## src/rtl/fp_mul_arbiter_if.sv

```systemverilog
// fp_mul_arbiter_if
//   Request/response bundle shared between N_REQ requesters, the arbiter
//   and the response consumer.
//   slave  modport : arbiter side (accepts requests, produces responses)
//   master modport : requester/consumer side
//   req_valid/req_ready : per-requester handshake, one bit each
//   req_x/req_y         : 32-bit operand slices, requester i at [32i+31:32i]
//   req_rmode           : 3-bit rounding mode slices, requester i at [3i+2:3i]
//   rsp_valid/rsp_ready : response handshake
//   rsp_id/rsp_z        : requester tag and product
//   rsp_ovrf/rsp_udrf   : exception flags of this product
interface fp_mul_arbiter_if #(
  parameter int N_REQ = 4,
  parameter int ID_W  = $clog2(N_REQ)
) ();
  logic [N_REQ-1:0]    req_valid;
  logic [N_REQ-1:0]    req_ready;
  logic [N_REQ*32-1:0] req_x;
  logic [N_REQ*32-1:0] req_y;
  logic [N_REQ*3-1:0]  req_rmode;
  logic                rsp_valid;
  logic                rsp_ready;
  logic [ID_W-1:0]     rsp_id;
  logic [31:0]         rsp_z;
  logic                rsp_ovrf;
  logic                rsp_udrf;

  modport slave (
    input  req_valid, req_x, req_y, req_rmode, rsp_ready,
    output req_ready, rsp_valid, rsp_id, rsp_z, rsp_ovrf, rsp_udrf
  );

  modport master (
    output req_valid, req_x, req_y, req_rmode, rsp_ready,
    input  req_ready, rsp_valid, rsp_id, rsp_z, rsp_ovrf, rsp_udrf
  );
endinterface

```

## src/rtl/fp_mul_arbiter.sv

```systemverilog
// fp_mul_arbiter
//   Round-robin arbiter feeding one shared combinational fp_mul through a
//   registered issue stage (S1) and capturing its output in a response
//   register (S2) tagged with the requester index.
//   clk, rst_n        : clock, asynchronous active-low reset
//   bus (slave)       : request/response handshakes, see fp_mul_arbiter_if
//   mul_x/mul_y       : registered operands to fp_mul
//   mul_rmode         : registered (sanitised) rounding mode to fp_mul
//   mul_z             : product from fp_mul
//   mul_ovrf/mul_udrf : exception flags from fp_mul
//   flags_sticky      : {bad_rmode, udrf, ovrf}, accumulated until flags_clr
//   flags_clr         : synchronous clear; a same-cycle set event survives
module fp_mul_arbiter #(
  parameter int N_REQ = 4,
  parameter int ID_W  = $clog2(N_REQ)
) (
  input  logic                   clk,
  input  logic                   rst_n,
  fp_mul_arbiter_if.slave        bus,
  output logic [31:0]            mul_x,
  output logic [31:0]            mul_y,
  output logic [2:0]             mul_rmode,
  input  logic [31:0]            mul_z,
  input  logic                   mul_ovrf,
  input  logic                   mul_udrf,
  output logic [2:0]             flags_sticky,
  input  logic                   flags_clr
);

  logic [ID_W-1:0]  ptr;
  logic [ID_W-1:0]  ptr_next;
  logic [ID_W-1:0]  grant;
  logic             grant_v;
  int               arb_idx;

  logic             s1_v;
  logic [ID_W-1:0]  s1_id;
  logic             s1_adv;
  logic             s1_load_ok;
  logic             accept;

  logic [31:0]      g_x;
  logic [31:0]      g_y;
  logic [2:0]       g_rmode;
  logic             g_bad;

  logic             rsp_valid_q;
  logic [ID_W-1:0]  rsp_id_q;
  logic [31:0]      rsp_z_q;
  logic             rsp_ovrf_q;
  logic             rsp_udrf_q;

  logic [2:0]       flag_set;

  // ---------------------------------------------------------------------
  // Pipeline control. S1 moves into S2 when S2 is empty or being drained
  // in the same cycle; S1 can take a new request when it is empty or its
  // current content is leaving.
  // ---------------------------------------------------------------------
  assign s1_adv     = s1_v & (~rsp_valid_q | bus.rsp_ready);
  assign s1_load_ok = ~s1_v | s1_adv;
  assign accept     = grant_v & s1_load_ok;

  // ---------------------------------------------------------------------
  // Round-robin search starting at ptr, wrapping modulo N_REQ. N_REQ need
  // not be a power of two, so the wrap is an explicit subtraction.
  // ---------------------------------------------------------------------
  always_comb begin
    grant   = '0;
    grant_v = 1'b0;
    arb_idx = 0;
    for (int k = 0; k < N_REQ; k++) begin
      arb_idx = int'(ptr) + k;
      if (arb_idx >= N_REQ) arb_idx = arb_idx - N_REQ;
      if (!grant_v && bus.req_valid[arb_idx]) begin
        grant_v = 1'b1;
        grant   = ID_W'(arb_idx);
      end
    end
  end

  assign ptr_next = (grant == ID_W'(N_REQ - 1)) ? '0 : grant + 1'b1;

  // req_ready is gated by rst_n so nothing looks accepted while in reset.
  always_comb begin
    bus.req_ready = '0;
    if (rst_n && grant_v && s1_load_ok) bus.req_ready = N_REQ'(1) << grant;
  end

  // Select the granted requester's operand slices.
  always_comb begin
    g_x     = '0;
    g_y     = '0;
    g_rmode = '0;
    for (int i = 0; i < N_REQ; i++) begin
      if (grant == ID_W'(i)) begin
        g_x     = bus.req_x[32*i +: 32];
        g_y     = bus.req_y[32*i +: 32];
        g_rmode = bus.req_rmode[3*i +: 3];
      end
    end
  end

  // Rounding modes above 3'b100 are undefined for fp_mul.
  assign g_bad = (g_rmode > 3'b100);

  // ---------------------------------------------------------------------
  // Arbitration pointer
  // ---------------------------------------------------------------------
  always_ff @(posedge clk or negedge rst_n) begin
    if (!rst_n) begin
      ptr <= '0;
    end else if (accept) begin
      ptr <= ptr_next;
    end
  end

  // ---------------------------------------------------------------------
  // S1 issue register. Operands hold when S1 empties so fp_mul inputs do
  // not toggle needlessly.
  // ---------------------------------------------------------------------
  always_ff @(posedge clk or negedge rst_n) begin
    if (!rst_n) begin
      s1_v      <= 1'b0;
      s1_id     <= '0;
      mul_x     <= '0;
      mul_y     <= '0;
      mul_rmode <= '0;
    end else begin
      if (s1_load_ok) s1_v <= accept;
      if (accept) begin
        s1_id     <= grant;
        mul_x     <= g_x;
        mul_y     <= g_y;
        mul_rmode <= g_bad ? 3'b000 : g_rmode;
      end
    end
  end

  // ---------------------------------------------------------------------
  // S2 response register
  // ---------------------------------------------------------------------
  always_ff @(posedge clk or negedge rst_n) begin
    if (!rst_n) begin
      rsp_valid_q <= 1'b0;
      rsp_id_q    <= '0;
      rsp_z_q     <= '0;
      rsp_ovrf_q  <= 1'b0;
      rsp_udrf_q  <= 1'b0;
    end else if (s1_adv) begin
      rsp_valid_q <= 1'b1;
      rsp_id_q    <= s1_id;
      rsp_z_q     <= mul_z;
      rsp_ovrf_q  <= mul_ovrf;
      rsp_udrf_q  <= mul_udrf;
    end else if (bus.rsp_ready) begin
      rsp_valid_q <= 1'b0;
    end
  end

  assign bus.rsp_valid = rsp_valid_q;
  assign bus.rsp_id    = rsp_id_q;
  assign bus.rsp_z     = rsp_z_q;
  assign bus.rsp_ovrf  = rsp_ovrf_q;
  assign bus.rsp_udrf  = rsp_udrf_q;

  // ---------------------------------------------------------------------
  // Sticky flags: clear first, then OR in this cycle's events.
  // ---------------------------------------------------------------------
  assign flag_set = {accept & g_bad, s1_adv & mul_udrf, s1_adv & mul_ovrf};

  always_ff @(posedge clk or negedge rst_n) begin
    if (!rst_n) begin
      flags_sticky <= '0;
    end else begin
      flags_sticky <= (flags_clr ? 3'b000 : flags_sticky) | flag_set;
    end
  end

endmodule

```

## src/flat_wrapper.sv

```systemverilog
// flat-port wrapper written by rule: the top's interface ports become plain ports
module fp_mul_arbiter_flat 
#(
  parameter int N_REQ = 4,
  parameter int ID_W  = $clog2(N_REQ)
)
  (clk, rst_n, mul_x, mul_y, mul_rmode, mul_z, mul_ovrf, mul_udrf, flags_sticky, flags_clr, bus_req_valid, bus_req_x, bus_req_y, bus_req_rmode, bus_rsp_ready, bus_req_ready, bus_rsp_valid, bus_rsp_id, bus_rsp_z, bus_rsp_ovrf, bus_rsp_udrf);
  fp_mul_arbiter_if #(.N_REQ(N_REQ), .ID_W(ID_W)) bus_i ();
  input  logic clk;
  input  logic rst_n;
  output logic [31:0] mul_x;
  output logic [31:0] mul_y;
  output logic [2:0] mul_rmode;
  input  logic [31:0] mul_z;
  input  logic mul_ovrf;
  input  logic mul_udrf;
  output logic [2:0] flags_sticky;
  input  logic flags_clr;
  input wire logic [$bits(bus_i.req_valid)-1:0] bus_req_valid;
  input wire logic [$bits(bus_i.req_x)-1:0] bus_req_x;
  input wire logic [$bits(bus_i.req_y)-1:0] bus_req_y;
  input wire logic [$bits(bus_i.req_rmode)-1:0] bus_req_rmode;
  input wire logic [$bits(bus_i.rsp_ready)-1:0] bus_rsp_ready;
  output wire logic [$bits(bus_i.req_ready)-1:0] bus_req_ready;
  output wire logic [$bits(bus_i.rsp_valid)-1:0] bus_rsp_valid;
  output wire logic [$bits(bus_i.rsp_id)-1:0] bus_rsp_id;
  output wire logic [$bits(bus_i.rsp_z)-1:0] bus_rsp_z;
  output wire logic [$bits(bus_i.rsp_ovrf)-1:0] bus_rsp_ovrf;
  output wire logic [$bits(bus_i.rsp_udrf)-1:0] bus_rsp_udrf;
  assign bus_i.req_valid = bus_req_valid;
  assign bus_i.req_x = bus_req_x;
  assign bus_i.req_y = bus_req_y;
  assign bus_i.req_rmode = bus_req_rmode;
  assign bus_i.rsp_ready = bus_rsp_ready;
  assign bus_req_ready = bus_i.req_ready;
  assign bus_rsp_valid = bus_i.rsp_valid;
  assign bus_rsp_id = bus_i.rsp_id;
  assign bus_rsp_z = bus_i.rsp_z;
  assign bus_rsp_ovrf = bus_i.rsp_ovrf;
  assign bus_rsp_udrf = bus_i.rsp_udrf;
  fp_mul_arbiter #(.N_REQ(N_REQ), .ID_W(ID_W)) u_core (.clk(clk), .rst_n(rst_n), .bus(bus_i), .mul_x(mul_x), .mul_y(mul_y), .mul_rmode(mul_rmode), .mul_z(mul_z), .mul_ovrf(mul_ovrf), .mul_udrf(mul_udrf), .flags_sticky(flags_sticky), .flags_clr(flags_clr));
endmodule
```

## config.mk

```make
export PLATFORM = sky130hd
export DESIGN_NAME = fp_mul_arbiter_flat
export DESIGN_NICKNAME = d
export VERILOG_FILES = /design/src/rtl/fp_mul_arbiter_if.sv /design/src/rtl/fp_mul_arbiter.sv /design/src/flat_wrapper.sv
export SDC_FILE = /design/constraint.sdc
export NUM_CORES = 1
export LEC_CHECK = 0
export CAP_MARGIN = 40
export CORE_AREA = 2 2 163 165
export CTS_CLUSTER_SIZE = 10
export DETAILED_ROUTE_END_ITERATION = 6
export DIE_AREA = 0 0 165 167
export HOLD_SLACK_MARGIN = 0.05
export PLACE_DENSITY_LB_ADDON = 0.08
export RECOVER_POWER = 25
export SLEW_MARGIN = 20
export SYNTH_ARGS = -nofsm -noshare
export SYNTH_HDL_FRONTEND = slang
export SYNTH_SLANG_ARGS = --single-unit
```

## constraint.sdc

```tcl
create_clock -name clk -period 4.55 [get_ports clk]
set_clock_uncertainty 0.2 [all_clocks]
set_input_delay 0.455 -clock clk [delete_from_list [all_inputs] [get_ports clk]]
set_output_delay 0.455 -clock clk [all_outputs]
set_load 0.01 [all_outputs]
```

==> flow_metrics.py, run 1 <==
metrics = {
    "setup_path": {
        "crit_arrival_ns": 3.09,
        "critical_path.max_stage_delay_ns": 1.07,
        "path_buf_inv": 3,
        "slowest_stage": "clkbuf_1",
        "critPathMaxFanout": 25,
        "crit_required_ns": 3.89,
        "cp-end-kind": "primary output",
        "worstPathCellList": "dlygate4sd3_1, clkbuf_1, and3_1, clkdlybuf4s50_1",
        "critPathKind": "in -> out",
        "crit_family": "buffers and inverters",
        "cp-start-kind": "primary input",
    },
    "pwr": {
        "p_leak_nw": 4.61,
        "power_per_cell_area_mw_per_mm2": 429,
        "vdd.ir_drop.worst_uv": 239,
    },
    "yosys": {
        "seq_area_frac_synth_pct": 40.8,
        "ys_top_cells_by_area": "dfrtp_1, a21oi_2, a221oi_1",
        "syn_inst": 672,
        "ys.flop_type": "dfrtp_1",
        "yosys_warnings": 0,
        "synth_cell_types": 38,
        "synth_commonest_cells": "a21oi_2, dfrtp_1, inv_1",
        "synth_top_area_share_pct": 40.8,
        "synth_nets": 986,
        "syn_area_mm2": 0.00686,
        "synthArstFlopShare_pct": 100,
        "yosysMostFrequentCell": "a21oi_2",
        "synth_top_area_cell": "dfrtp_1",
        "synth_edf_count": 0,
        "avgSynthCellArea_um2": 10.2,
        "synth_seq_cells": 112,
    },
    "sta": {
        "setup_tns_ns": 0,
        "tightest_slew_ns": 1.60,
        "fmax_mhz": 267,
        "slew-limit-headroom_pct": -6.93,
        "min_period_over_period_pct": 82.4,
        "hold_violations": 0,
        "rsz0062_at_grt": "false",
        "maxSlewViolCount": 30,
        "fin_crit_ns": 3.75,
        "holdWs_ns": 0.280,
        "report.final.setup_viol": 0,
    },
    "die": {
        "rows": 59,
        "initial_core_util_pct": 26.6,
        "core_mm2": 0.0258,
        "die_width_um": 165,
        "die-area_mm2": 0.0276,
        "io_pins": 421,
        "die_h_um": 167,
    },
    "drt": {
        "drtAntennaViolNets": 0,
        "routedWlPerCell_um": 19.8,
        "dr.pass1.iters": 4,
        "drt-initial-drc-count": 336,
        "vias": 6693,
        "via_per_inst": 4.78,
        "drt-total-wl_um": 27700,
        "post-route-drc-count": 0,
    },
    "run": {
        "max_cap_violations": 1,
    },
    "outcome": {
        "status": "complete, but fails checks",
        "failed_checks": "capacitance limit, slew limit",
    },
    "clock_tree": {
        "cts_resized": 0,
        "clock_sinks": 112,
        "insertion_delay_ns": 0.35,
        "cts_tree": "yes",
        "cts_root_buf": "clkbuf_16",
        "htreeDepth": 3,
        "path_clk_slew_ns": 0.09,
        "clock_path_buffers": 2,
        "cts_buffers": 9,
    },
    "global_route": {
        "antenna_found_initial": 4,
        "first_global_vias": 6807,
        "grtUsageTotal_pct": 19.5,
        "grt_pass1_wl_um": 40800,
        "overflow": 0,
        "grt_max_degree": 72,
    },
    "place": {
        "gp_congestion": 0.785,
        "io_buffers": 420,
        "hpwl_um": 20900,
    },
    "hold_path": {
        "hp-class": "reg -> reg",
    },
    "final_layout": {
        "drive_gt1_share_pct": 15.3,
        "area_delta_synth_final_pct": 67.9,
        "final_nets": 1371,
    },
}
[final timing paths]
path                                         to  cells past startpoint                 from  slack [ns]
min in group asynchronous       u_core.mul_x[5]                      2                rst_n        0.87
max reg2reg                    u_core.mul_y[16]                     11        u_core.ptr[1]        1.60
min                         u_core.bus.rsp_ovrf                      2  u_core.bus.rsp_ovrf        0.28
max                            bus_req_ready[1]                      4                rst_n        0.80
max in group asynchronous  u_core.bus.rsp_id[1]                      5                rst_n        1.56
min reg2reg                 u_core.bus.rsp_ovrf                      2  u_core.bus.rsp_ovrf        0.28
[kinds of logic (layout without fill, tap and decap cells)]
family                     Yosys count  count (layout)  synth area share [%]
muxes                               35              35                  5.72
buffers and inverters              135             525                  10.7
other                                0               3                     0
DFF                                112             112                  40.8
and+or+nand+nor                    110             110                  7.22
AOI/OAI and AO/OA                  276             276                  34.8
adders and majority gates            4               4                 0.729
[state kept, by name (all words and copies together), names as in the netlist]
signal,cells
u_core.bus.rsp_udrf,1
u_core.bus.rsp_z,32
u_core.s1_id,2
u_core.ptr,2
u_core.bus.rsp_ovrf,1
u_core.mul_rmode,3
u_core.flags_sticky,3
u_core.bus.rsp_id,2
u_core.mul_x,32
u_core.bus.rsp_valid,1
u_core.s1_v,1
u_core.mul_y,32
[routing by layer]
metal / up-vias / GRT usage, % / share of wire [%]
li1: 3206 / - / -
met1: 3175 / 22.4 / 40
met2: 283 / 34.1 / 49
met3: 27 / 6.50 / 9.1
met4: 2 / 6.16 / 1.7
met5: - / 0 / 0.058
[tightest hold or removal path, stage by stage (launching register included)]
cell	delay, ns
dfrtp_1	0.35
nand2_1	0.05
nand2_1	0.05
[stage by stage]
stage                     total power, mW  std cells  area [µm²]  setup slack [ns]  util, %
final                                4.94       1400       11500             0.802     44.7
after global routing                 5.28       1400       11500             0.567     44.7
after CTS                            5.04       1396       11500              1.09     44.7
after detailed placement             4.18       1379       11200              1.01     43.5
after global placement               4.16       1377       11200             0.979     43.3
after floorplan                      2.96        672        6860              1.73        -
[layout by cell type, fill, tap and decap left out, types with 4 or more instances in the layout]
master | Yosys | routed
nor2_1 | 68 | 68
a221oi_1 | 64 | 64
a21oi_2 | 124 | 124
a211oi_1 | 5 | 5
a21oi_1 | 7 | 7
buf_4 | 3 | 13
dfrtp_1 | 112 | 112
nand2_1 | 17 | 18
clkdlybuf4s50_1 | 0 | 401
and3_1 | 4 | 4
mux2_1 | 34 | 34
a211o_1 | 63 | 63
clkbuf_16 | 0 | 9
inv_1 | 71 | 71
nand3b_1 | 5 | 5
dlygate4sd3_1 | 0 | 19
[timing repair]
item / 4_1_cts / 5_1_grt
hold buffers: 1 / 0
endpoints found under the hold margin: 20 / 0
buffers inserted: 0 / 0
[area by class of cell]
type | instances | area, µm²
clock inverter | 6 | 61.3
inverter | 71 | 267
multi-input combinational | 425 | 3340
tap | 335 | 419
clock buffer | 10 | 239
sequential | 112 | 2800
fill | 2535 | 14200
timing repair buffer | 438 | 4380
antenna | 3 | 7.51
[report_power, final]
part | switching, mW | total [mW] | internal [mW]
combinational | 1.30 | 2.67 | 1.37
sequential | 0.162 | 1.45 | 1.29
clock | 0.419 | 0.821 | 0.402
total | 1.88 | 4.94 | 3.06
No activity file was read; power rests on OpenSTA's default activity.
==> run 2, diff against run 1 <==
--- a/config.mk
+++ b/config.mk
@@ -6,10 +6,10 @@
 export NUM_CORES = 1
 export LEC_CHECK = 0
 export CAP_MARGIN = 40
-export CORE_AREA = 2 2 163 165
+export CORE_AREA = 2 2 164 166
 export CTS_CLUSTER_SIZE = 10
 export DETAILED_ROUTE_END_ITERATION = 6
-export DIE_AREA = 0 0 165 167
+export DIE_AREA = 0 0 166 168
 export HOLD_SLACK_MARGIN = 0.05
 export PLACE_DENSITY_LB_ADDON = 0.08
 export RECOVER_POWER = 25
==> constraint.sdc (replaced) <==
create_clock -name clk -period 3.6 [get_ports clk]
set_clock_uncertainty 0.2 [all_clocks]
set_input_delay 0.36 -clock clk [delete_from_list [all_inputs] [get_ports clk]]
set_output_delay 0.36 -clock clk [all_outputs]
set_load 0.01 [all_outputs]
==> flow_metrics.py, run 2 (same netlist as run 1, synthesis figures left out) <==
metrics = {
    "clock_tree": {
        "clock_sinks": 112,
        "postCtsSetupBuffers": 0,
        "clock_path_buffers": 2,
        "cts_buffers": 9,
        "htreeDepth": 3,
        "path_clk_slew_ns": 0.10,
        "cts_resized": 0,
        "insertion_delay_ns": 0.36,
        "cts_root_buf": "clkbuf_16",
        "cts_tree": "yes",
    },
    "setup_path": {
        "crit_required_ns": 3.04,
        "path_buf_inv": 2,
        "crit_family": "buffers and inverters",
        "critPathKind": "in -> out",
        "critical_path.max_stage_delay_ns": 0.59,
        "critPathMaxFanout": 5,
        "cp-start-kind": "primary input",
        "critical_path.most_common_cell": "clkdlybuf4s50_1",
        "cp-end-kind": "primary output",
        "slowest_stage": "clkdlybuf4s50_1",
        "worstPathCellList": "clkdlybuf4s50_1, a21oi_1, o21a_1, o22ai_1, ha_2, and3_1, clkdlybuf4s50_1",
        "crit_arrival_ns": 2.68,
    },
    "pwr": {
        "p_leak_nw": 4.63,
        "vdd.ir_drop.worst_uv": 268,
        "power_mw": 6.30,
        "power_per_cell_area_mw_per_mm2": 543,
    },
    "drt": {
        "post-route-drc-count": 0,
        "drt-initial-drc-count": 356,
        "dr.pass1.iters": 5,
        "drtAntennaViolNets": 0,
        "vias": 6616,
        "drt-total-wl_um": 27300,
        "routedWlPerCell_um": 19.4,
        "via_per_inst": 4.71,
    },
    "place": {
        "placedInstanceArea_mm2": 0.0113,
        "hpwl_um": 20200,
        "io_buffers": 420,
        "gp_congestion": 0.773,
    },
    "final_layout": {
        "final_cell_mix": "clkdlybuf4s50_1, a21oi_2, dfrtp_1",
        "final_nets": 1372,
        "post-route-util_pct": 44.0,
        "drive_gt1_share_pct": 15.6,
        "area_delta_synth_final_pct": 68.9,
        "fillers": 2547,
        "layout_commonest_cell": "clkdlybuf4s50_1",
        "final_area_mm2": 0.0116,
    },
    "global_route": {
        "first_global_vias": 6717,
        "grt_max_degree": 100,
        "met1_usage_pct": 22.7,
        "met2_usage_pct": 33.3,
        "overflow": 0,
        "top_usage_layer": "met2",
        "grt_util_met3_pct": 5.99,
        "grt_pass1_wl_um": 40900,
        "grtUsageTotal_pct": 19.0,
        "antenna_found_initial": 1,
    },
    "hold_path": {
        "hp-class": "in -> async",
    },
    "die": {
        "die_width_um": 166,
        "initial_core_util_pct": 26.0,
        "io_pins": 421,
        "rows": 60,
        "core_mm2": 0.0264,
        "die-area_mm2": 0.0279,
        "die_h_um": 168,
    },
    "outcome": {
        "status": "complete, no violations",
    },
    "sta": {
        "fmax_mhz": 309,
        "setup_tns_ns": 0,
        "report.final.setup_viol": 0,
        "maxSlewViolCount": 0,
        "rsz0062_at_grt": "false",
        "min_period_over_period_pct": 90.0,
        "holdWs_ns": 0.289,
        "hold_violations": 0,
        "tightest_slew_ns": 1.31,
        "slew-limit-headroom_pct": 13.0,
        "fin_crit_ns": 3.24,
    },
    "run": {
        "max_cap_violations": 0,
    },
}
## run 2: cell types whose count changed in the layout (fill, tap and decap cells not counted), sizes merged
cell           previous run  this run
clkdlybuf4s50           401       411
dlygate4sd3              19         9
clkinv                    2         5
buf                      16        18
clkbuf                   12        10
diode                     3         1
inv                      74        72
## run 2: worst reg2reg max path, cell delays in order, from the launching register on
cell	delay, ns
dfrtp_1	0.47
a21oi_1	0.10
o21a_1	0.17
o22ai_1	0.36
ha_1	0.34
nor2b_4	0.24
buf_12	0.25
a221oi_1	0.16
a211o_1	0.31
a21oi_2	0.12
## run 2: power by group
group | internal, mW | switching [mW]
Clock | 0.493 | 0.555
Combinational | 1.79 | 1.62
Sequential | 1.63 | 0.215
Total | 3.91 | 2.39
## run 2: cell type report
cell class / count / area [µm²] / share of cell area [%]
Inverter: 71 / 267 / 2.30
Tap cell: 341 / 427 / 3.68
Clock inverter: 7 / 77.6 / 0.669
Clock buffer: 9 / 225 / 1.94
Antenna cell: 1 / 2.50 / 0.0216
Multi-Input combinational cell: 425 / 3340 / 28.8
Timing Repair Buffer: 439 / 4450 / 38.4
Sequential cell: 112 / 2800 / 24.2
## run 2: metrics by stage
| step | std cells | worst slack [ns] |
|---|---|---|
| after floorplan | 672 | 0.879 |
| after global placement | 1386 | 0.289 |
| after detailed placement | 1387 | 0.290 |
| after CTS | 1404 | 0.273 |
| after global routing | 1405 | 0.187 |
| final | 1405 | 0.361 |
## run 2: final timing paths
path,from,endpoint,slack (ns),depth (start not counted)
setup / recovery,bus_req_valid[0],bus_req_ready[1],0.36,7
hold / removal,rst_n,u_core.mul_x[3],0.29,2
setup reg to reg,u_core.ptr[1],u_core.mul_y[3],0.82,9
hold reg to reg,u_core.bus.rsp_z[16],u_core.bus.rsp_z[16],0.29,1
max in group asynchronous,rst_n,u_core.mul_y[2],1.35,3
min in group clk,u_core.bus.rsp_z[16],u_core.bus.rsp_z[16],0.29,1
## run 2: repair_timing
action	in CTS	in global routing
endpoints found under the hold margin	13	0
hold buffers	1	0
setup endpoints to repair	0	0
## run 2: routing by layer
layer,vias up,wire length (µm)
met1,3113,11200
met2,272,13600
met3,20,2080
met5,-,0
met4,0,374
li1,3211,-
==> run 3, diff against run 2 <==
--- a/config.mk
+++ b/config.mk
@@ -13,6 +13,7 @@
 export HOLD_SLACK_MARGIN = 0.05
 export PLACE_DENSITY_LB_ADDON = 0.08
 export RECOVER_POWER = 25
+export SKIP_LAST_GASP = 1
 export SLEW_MARGIN = 20
 export SYNTH_ARGS = -nofsm -noshare
 export SYNTH_HDL_FRONTEND = slang
==> results of run 3 <==
No change in the layout: final DEF, timing and power equal those of run 2.
==> patch: new RTL, settings of run 1 <==
`N_REQ` is set to 4 in 3 places; all go to 2.
--- a/src/rtl/fp_mul_arbiter_if.sv
+++ b/src/rtl/fp_mul_arbiter_if.sv
@@ -10,7 +10,7 @@
 //   rsp_id/rsp_z        : requester tag and product
 //   rsp_ovrf/rsp_udrf   : exception flags of this product
 interface fp_mul_arbiter_if #(
-  parameter int N_REQ = 4,
+  parameter int N_REQ = 2,
   parameter int ID_W  = $clog2(N_REQ)
 ) ();
   logic [N_REQ-1:0]    req_valid;
--- a/src/rtl/fp_mul_arbiter.sv
+++ b/src/rtl/fp_mul_arbiter.sv
@@ -11,7 +11,7 @@
 //   flags_sticky      : {bad_rmode, udrf, ovrf}, accumulated until flags_clr
 //   flags_clr         : synchronous clear; a same-cycle set event survives
 module fp_mul_arbiter #(
-  parameter int N_REQ = 4,
+  parameter int N_REQ = 2,
   parameter int ID_W  = $clog2(N_REQ)
 ) (
   input  logic                   clk,
--- a/src/flat_wrapper.sv
+++ b/src/flat_wrapper.sv
@@ -1,7 +1,7 @@
 // flat-port wrapper written by rule: the top's interface ports become plain ports
 module fp_mul_arbiter_flat 
 #(
-  parameter int N_REQ = 4,
+  parameter int N_REQ = 2,
   parameter int ID_W  = $clog2(N_REQ)
 )
   (clk, rst_n, mul_x, mul_y, mul_rmode, mul_z, mul_ovrf, mul_udrf, flags_sticky, flags_clr, bus_req_valid, bus_req_x, bus_req_y, bus_req_rmode, bus_rsp_ready, bus_req_ready, bus_rsp_valid, bus_rsp_id, bus_rsp_z, bus_rsp_ovrf, bus_rsp_udrf);
Ports: changed (6 resized); port bits go from 421 to 282. No check against the original RTL was run, so the function may have changed too.
==> patch against run 1 <==
  * The flow still finishes with violations (max-capacitance violations, max-slew violations)
  * Total power fell by 43%
  * Synthesized cell count down 40%
  * Non-clock buffer count down 149
  * Fmax increased by 18%
  * Setup slack better by 0.58 ns
  * Synthesized area decreased by 35%
  * Final area down 31%
  * Worst hold slack got worse by 0.021 ns
  * First-iteration DRC count decreased by 29%
  * Sequential cell count down 3
  * Wire length down 44%
  * Highest routed layer unchanged
==> patch: results (changes against run 1) <==
Status
  – Status: complete, but fails checks
  – Violated checks: max-capacitance violations, max-slew violations

GRT
  – First-pass GRT wire length: 23700 microns (-42%)
  – GR Util All Layers: 11.3% (-8.3 points)
  – Vias in the first global route: 4063 (-40%)
  – Largest net degree at the start of global routing: 66 (-8.3%)
  – Initial antenna violation count: 1 (-3)

Placed design
  – IO buf count: 281 (-33%)
  – DP Area: 7630 sq um (-32%)
  – Placer's final routability congestion estimate: 0.704 (-10%)
  – Dpl ws: 1.78 ns (+0.775 ns)
  – Detail Placement HPWL: 11600 microns (-45%)

STA
  – Final Slew Violations: 66 (+120%)
  – Worst Tran Pin Value: 1.91 ns (+0.310 ns)

Run
  – Max cap viols: 2 (+1)

Pwr
  – Peak supply drop: 0.131 mV (-45%)
  – Leak: 3.39 nW (-26%)
  – Int Pwr: 1.99 mW (-35%)

Routing
  – Routed WL per cell: 15.3 microns (-23%)
  – Pre-antenna DRT Iters: 6 (+2)
  – Detailed Route Iter0 Violations: 239 (-29%)
  – Via Count: 3997 (-40%)

Synthesis
  – Synth area leaders: dfrtp_1 (61%), nand2_1 (12%), a22oi_1 (11%), mux2_2 (8.6%), buf_6 (1.3%)
  – Syn Area/Cell: 11.1 sq um (+8.3%)
  – Commonest cells in the synthesized netlist: nand2_1 (137), dfrtp_1 (109), a22oi_1 (64)
  – Syn_nets: 578 (-41%)
  – Netlist cell types: 24 (-37%)

Worst setup path
  – FF-to-FF path depth: 4 (-7)
  – CP arrival: 3.20 ns (+0.11 ns)
  – R2R Setup Slk: 1.73 ns (+0.13 ns)

Layout
  – Share of layout cells above drive strength 1: 8.47% (-6.9 points)
  – Final Net Count: 854 (-38%)
## patch: routing by layer
| layer | vias up | GRT usage [%] | part of all wire, % |
|---|---|---|---|
| met5 | - | 0 | 0.083 |
| met3 | 15 | 3.59 | 8.4 |
| li1 | 1934 | - | - |
| met1 | 1874 | 14.2 | 43 |
| met4 | 2 | 3.21 | 1.3 |
| met2 | 172 | 18.4 | 47 |
## patch: logic make-up (layout without fill, tap and decap cells)
logic type	after synthesis	count (layout)	synth area share, %
multiplexers	36	36	9.02
AND/OR/NAND/NOR	154	154	13.9
AO/OA/AOI/OAI	77	77	12.6
flip-flops	109	109	61.0
buffers and inverters	28	309	3.42
## patch: final cells by class
type	count	area (sq um)	area share, %
repair buffers	289	2880	36.4
flip-flops and latches	109	2730	34.5
multi-input cells	267	1590	20.1
well taps	335	419	5.29
clock buffers	10	229	2.89
clock inverters	6	55.1	0.695
inverters	4	15.0	0.190
## patch: path summary, 6_finish.rpt
kind / endpoint / start
hold reg to reg: u_core.mul_y[20] / u_core.mul_y[20]
setup / recovery: u_core.bus.rsp_z[14] / bus_rsp_ready
hold / removal: u_core.mul_y[20] / u_core.mul_y[20]
setup reg to reg: u_core.bus.rsp_z[14] / u_core.bus.rsp_valid
max in group asynchronous: u_core.bus.rsp_z[10] / rst_n
min in group asynchronous: u_core.s1_v / rst_n
## patch: power groups by stage
stage	registers, mW	clock network (mW)	logic (mW)
floorplan	1.29	0	0.218
global placement	1.21	0	0.852
detailed placement	1.22	0	0.857
CTS	1.20	0.827	0.859
global route	1.22	0.863	0.902
finish	1.20	0.772	0.823
## patch: worst max-delay path, cell delays in order
cell and delay (ns):
dlygate4sd3_1 0.55, nand2b_1 0.20, nand2_1 0.14, clkbuf_1 1.39
mux2_2 0.45
